$ cat src/rtl/gvt_reducer.sv
// Pipelined masked min-reduction of per-channel local virtual times into a global virtual time,
// with argmin index, fill tracking, a monotonic guard and a change strobe.
module gvt_reducer #(
  parameter int N_CH        = 16,
  parameter int VT_W        = 64,
  parameter int LVL_PER_REG = 1,
  parameter int OUT_STAGES  = 2,
  parameter int MONOTONIC   = 1,
  parameter int IDX_W       = (N_CH > 1) ? $clog2(N_CH) : 1
) (
  input  logic                   clk,
  input  logic                   rst,
  input  logic [N_CH*VT_W-1:0]   lvt,
  input  logic [N_CH-1:0]        lvt_vld,
  output logic [VT_W-1:0]        gvt,
  output logic [IDX_W-1:0]       gvt_tile,
  output logic                   gvt_vld,
  output logic                   gvt_idle,
  output logic                   gvt_upd,
  output logic                   gvt_regress
);

  localparam int D = (N_CH > 1) ? $clog2(N_CH) : 0;
  localparam int P = 1 << D;
  localparam int S = (D + LVL_PER_REG - 1) / LVL_PER_REG;
  localparam int L = S + OUT_STAGES + 1;

  typedef struct packed {
    logic [VT_W-1:0]  vt;
    logic [IDX_W-1:0] idx;
  } node_t;

  localparam node_t NODE_MAX = '{vt: {VT_W{1'b1}}, idx: '0};

  // lvl_n[l][j] is node j after tree level l (registered or not); level 0 holds the leaves.
  node_t lvl_n  [D+1][P];
  node_t pipe_n [OUT_STAGES+1];

  for (genvar g = 0; g < P; g++) begin : g_leaf
    if (g < N_CH) begin : g_real
      assign lvl_n[0][g] = '{vt:  lvt_vld[g] ? lvt[g*VT_W +: VT_W] : {VT_W{1'b1}},
                             idx: IDX_W'(g)};
    end else begin : g_pad
      assign lvl_n[0][g] = NODE_MAX;
    end
  end

  for (genvar l = 1; l <= D; l++) begin : g_lvl
    for (genvar j = 0; j < (P >> l); j++) begin : g_node
      node_t node_d;
      // Left child wins ties so the lowest channel index is reported.
      assign node_d = (lvl_n[l-1][2*j].vt <= lvl_n[l-1][2*j+1].vt) ? lvl_n[l-1][2*j]
                                                                     : lvl_n[l-1][2*j+1];
      if ((l % LVL_PER_REG == 0) || (l == D)) begin : g_reg
        node_t node_q;
        // NOTE: clocked state uses non-blocking assignments so every register samples pre-edge values.
        always_ff @(posedge clk) begin
          if (rst) node_q <= NODE_MAX;
          else     node_q <= node_d;
        end
        assign lvl_n[l][j] = node_q;
      end else begin : g_comb
        assign lvl_n[l][j] = node_d;
      end
    end
    for (genvar j = (P >> l); j < P; j++) begin : g_unused
      assign lvl_n[l][j] = NODE_MAX;
    end
  end

  assign pipe_n[0] = lvl_n[D][0];

  for (genvar k = 0; k < OUT_STAGES; k++) begin : g_out
    node_t out_q;
    always_ff @(posedge clk) begin
      if (rst) out_q <= NODE_MAX;
      else     out_q <= pipe_n[k];
    end
    assign pipe_n[k+1] = out_q;
  end

  node_t            cand;
  logic [L-1:0]     fill_q, fill_d;
  logic [VT_W-1:0]  gvt_q, gvt_d;
  logic [IDX_W-1:0] tile_q, tile_d;
  logic             upd_q, upd_d;
  logic             regress_q, regress_d;

  assign cand = pipe_n[OUT_STAGES];

  // NOTE: every always_comb output is defaulted first so no path can infer a latch.
  always_comb begin
    fill_d    = L'({fill_q, 1'b1});
    gvt_d     = gvt_q;
    tile_d    = tile_q;
    regress_d = regress_q;
    if (!fill_q[L-1] || (MONOTONIC == 0) || (cand.vt >= gvt_q)) begin
      gvt_d  = cand.vt;
      tile_d = cand.idx;
    end else begin
      regress_d = 1'b1;
    end
    // Strobe only when the register about to be valid actually changes value.
    upd_d = fill_d[L-1] && (gvt_d != gvt_q);
  end

  always_ff @(posedge clk) begin
    if (rst) begin
      fill_q    <= '0;
      gvt_q     <= '0;
      tile_q    <= '0;
      upd_q     <= 1'b0;
      regress_q <= 1'b0;
    end else begin
      fill_q    <= fill_d;
      gvt_q     <= gvt_d;
      tile_q    <= tile_d;
      upd_q     <= upd_d;
      regress_q <= regress_d;
    end
  end

  assign gvt         = gvt_q;
  assign gvt_tile    = tile_q;
  assign gvt_vld     = fill_q[L-1];
  assign gvt_idle    = (gvt_q == {VT_W{1'b1}});
  assign gvt_upd     = upd_q;
  assign gvt_regress = regress_q;

endmodule

$ cat config.mk
export PLATFORM = sky130hd
export DESIGN_NAME = gvt_reducer
export DESIGN_NICKNAME = d
export VERILOG_FILES = /design/src/rtl/gvt_reducer.sv
export SDC_FILE = /design/constraint.sdc
export NUM_CORES = 2
export LEC_CHECK = 0
export BUFFER_PORTS_ARGS = -buffer_cell sky130_fd_sc_hd__clkbuf_2
export CORE_MARGIN = 10
export CORE_UTILIZATION = 40
export CTS_CLUSTER_DIAMETER = 150
export CTS_CLUSTER_SIZE = 16
export DETAILED_ROUTE_END_ITERATION = 16
export PLACE_DENSITY = 0.66
export SYNTH_ARGS = -nofsm -noshare
export SYNTH_HDL_FRONTEND = slang
export SYNTH_SLANG_ARGS = --single-unit
$ cat constraint.sdc
create_clock -name clk -period 4.7 [get_ports clk]
set_input_delay 0.94 -clock clk [delete_from_list [all_inputs] [get_ports clk]]
set_output_delay 0.94 -clock clk [all_outputs]
set_load 0.01 [all_outputs]
==> flow_metrics.env <==
export IMPL_grt_max_degree=160
export IMPL_worstMarginPinSlew_ps=1130
export IMPL_synthDistinctLibCells=67
export IMPL_dr_wl_met2_um=138000
export IMPL_fin_worst_skew_ps=52.0
export IMPL_yosysTopAreaCellShare_pct=32.8
export IMPL_gr_usage_all_layers_pct=28.0
export IMPL_drt_initial_drc_count=5831
export IMPL_cp_end_kind="register"
export IMPL_syn_nets=10748
export IMPL_synthAdderAreaFrac_pct=17.4
export IMPL_setup_viol=0
export IMPL_crit_reg2reg_launch="g_lvl[1].g_node[3].g_reg.node_q[34]$_SDFF_PP1_"
export IMPL_seqCellArea_um2=24100
export IMPL_ir_worst_vdd_mv=0.705
export IMPL_multi_input_area_um2=45300
export IMPL_die_h_um=449
export IMPL_post_cts_buffers=0
export IMPL_synth_seq_cells=1204
export IMPL_cts_buffers=85
export IMPL_cts_tree="built"
export IMPL_fin_cells=11976
export IMPL_hold_ws_ps=400
export IMPL_fillers=17918
export IMPL_async_flop_share_pct=0
export IMPL_leakage_nw=39.6
export IMPL_area_growth_pct=14.6
export IMPL_cts_resized=0
export IMPL_dp_cells=11864
export IMPL_avgRoutedWirePerCell_um=24.9
export IMPL_power_density_nw_per_um2=368
export IMPL_port_buffers=1113
export IMPL_fp_dieW_um=449
export IMPL_status="finished, final reports clean"
export IMPL_synth_area_mux_share_pct=4.58
export IMPL_grt_pass1_vias=66372
export IMPL_synth_seq_area_share_pct=32.8
export IMPL_arrival_ps=4900
export IMPL_postSynthAreaPerCell_um2=8.46
export IMPL_cts_root_buf="clkbuf_16"
export IMPL_slew_violations=0
export IMPL_synthTopCellsByArea="dfxtp_1 (33%), ha_1 (17%), nor2b_1 (5.2%)"
export IMPL_ios=1114
export IMPL_synth_cells=8682
export IMPL_path_max_fanout=85
export IMPL_grt_ovfl_total=0
export IMPL_yosys_area_share_simple_pct=24.6
export IMPL_row_count=157
export IMPL_finalPower_mw=30.9
export IMPL_final_period_utilization_pct=90.9
export IMPL_hold_start="g_out[0].out_q[35]$_SDFF_PP1_"
export IMPL_fin_nets=11553
export IMPL_wl_um=299000
export IMPL_crit_type="reg2reg"
export IMPL_cts_max_level=3
export IMPL_startpoint="g_lvl[1].g_node[3].g_reg.node_q[34]$_SDFF_PP1_"
export IMPL_vias=66550
export IMPL_dp_hpwl_um=247000
export IMPL_clock_sinks=1204
export IMPL_met3_length_um=16200
export IMPL_clkTransAtPathRegs_ps=90
export IMPL_fin_util_pct=46.0
export IMPL_crit_required_ps=5330
export IMPL_synth_edff_count=0
export IMPL_synth_ff_type="dfxtp_1"
export IMPL_gp_congestion=1.01
export IMPL_dr_pass1_iters=8
export IMPL_hold_depth=1
export IMPL_cts_hold_buffers=0
export IMPL_antenna_found_initial=28
export IMPL_hold_viol=0
export IMPL_via_per_inst=5.56
export IMPL_synth_area_um2=73500
export IMPL_max_cap_violations=0
export IMPL_yosys_area_top_type="dfxtp_1"
export IMPL_core_area_um2=183000
export IMPL_clkLatencyLatePin_ps=760
export IMPL_fin_crit_ps=4270
export IMPL_max_slew_margin_pct=24.4
export IMPL_rsz0062_at_grt="false"
export IMPL_wl_met1_um=131000
export IMPL_drive_gt1_share_pct=15.7
export IMPL_antenna_left=0
export IMPL_clk_path_buf_depth=3
export IMPL_grt_first_pass_wirelength_um=433000
export IMPL_top_layer="met5"
export IMPL_fmax_mhz=234
export IMPL_synth_compound_area_share_pct=14.7
export IMPL_hp_class="reg2reg"
export IMPL_synth_top_family_by_area="simple AND/OR/NAND/NOR gates"
export IMPL_dieArea_um2=201000
export IMPL_ys_warn_count=0
export IMPL_rr_worst_depth=13
export IMPL_startpoint_type="register"
export IMPL_initial_utilization_pct=40.2
export IMPL_drc=0
export IMPL_synth_xor_area_share_pct=0.179
[stage by stage]
stage	TNS (ps)	worst slack, ps	cell area, um^2
finish	0	430	84200
global placement	-9260	-164	81800
CTS	0	515	84100
global route	0	187	84100
detailed placement	-9720	-237	81800
floorplan	0	664	73500
[layout make-up]
class | count | share of cell area [%]
multi-input cells | 6395 | 53.9
flip-flops and latches | 1204 | 28.6
repair buffers | 1249 | 8.53
well taps | 2464 | 3.66
clock buffers | 85 | 2.53
inverters | 552 | 2.47
clock inverters | 8 | 0.241
diodes | 19 | 0.0565
[kinds of logic (layout without fill, tap and decap cells)]
| family | after synthesis | count (layout) |
|---|---|---|
| compound gates | 1721 | 1721 |
| xor+xnor | 15 | 15 |
| fa+ha+maj | 1024 | 1024 |
| buf+inv | 1083 | 1894 |
| flops | 1204 | 1204 |
| mux | 336 | 336 |
| other cells | 0 | 19 |
| simple gates | 3299 | 3299 |
[worst paths after layout]
check / to / slack, ps
hold reg to reg: cand[35]$_SDFF_PP1_ / 400
hold / removal: cand[35]$_SDFF_PP1_ / 400
setup reg to reg: g_lvl[2].g_node[1].g_reg.node_q[52]$_SDFF_PP1_ / 430
setup / recovery: g_lvl[2].g_node[1].g_reg.node_q[52]$_SDFF_PP1_ / 430
[state kept, by name, indices dropped and copies added, names as in the netlist]
| register | cells |
|---|---|
| gvt_upd | 1 |
| g_out.out_q | 68 |
| cand | 68 |
| gvt | 64 |
| gvt_tile | 4 |
| g_lvl.g_node.g_reg.node_q | 991 |
| gvt_regress | 1 |
| fill_q | 7 |
[critical path, stage by stage (launching register included)]
cell and delay, ps:
dfxtp_1 390, inv_1 150, ha_1 330, nand4_1 160
nor3_1 520, nand4_1 170, nor4_1 560, nor4_1 190
o311a_1 410, a21oi_4 180, buf_12 310, buf_4 370
nor3_1 80, a31oi_1 310
[layer usage]
metal,track usage [%],vias to the layer above
met2,46.4,2277
met3,3.83,463
met4,11.1,6
met5,0,-
li1,-,32144
met1,36.5,31660
[placed cells by master, fill, tap and decap left out, types with 12 or more instances in the layout]
master	n
nor3_1	580
o211ai_1	103
a221oi_1	27
buf_4	90
mux2i_1	335
nand2_1	213
a21o_1	172
dfxtp_1	1204
o2bb2ai_1	12
a2111oi_0	27
o21ai_0	342
a211oi_1	71
a21oi_1	292
nand3_1	83
nor4_1	37
and4_1	17
inv_1	551
o21a_1	31
clkbuf_2	1112
clkbuf_16	85
o21bai_1	12
ha_1	1024
nor2_1	515
a31oi_1	516
and3_1	20
buf_12	46
or2_2	132
and2_1	267
nand4_1	194
o22ai_1	25
nor2b_1	614
o31ai_1	13
nand2b_1	591
diode_2	19
[cell usage after synthesis (all sizes together) (28+ instances only)]
library cell  number
dfxtp           1204
ha              1024
nor2b            614
nand2b           591
nor3             581
inv              551
a31oi            517
nor2             516
clkbuf           450
o21ai            346
mux2i            335
a21oi            295
and2             269
nand2            214
nand4            194
a21o             173
or2              132
o211ai           103
nand3             83
buf               81
a211oi            71
nor4              38
o21a              31
a2111oi           28
[where the power goes]
group          internal (mW)  switching [mW]  leakage (nW)  total (mW)
combinational           4.18            7.41          28.5        11.6
clock                   3.28            3.86          1.13        7.14
sequential              11.4           0.808          9.90        12.2
(Power assumes the default switching activity.)
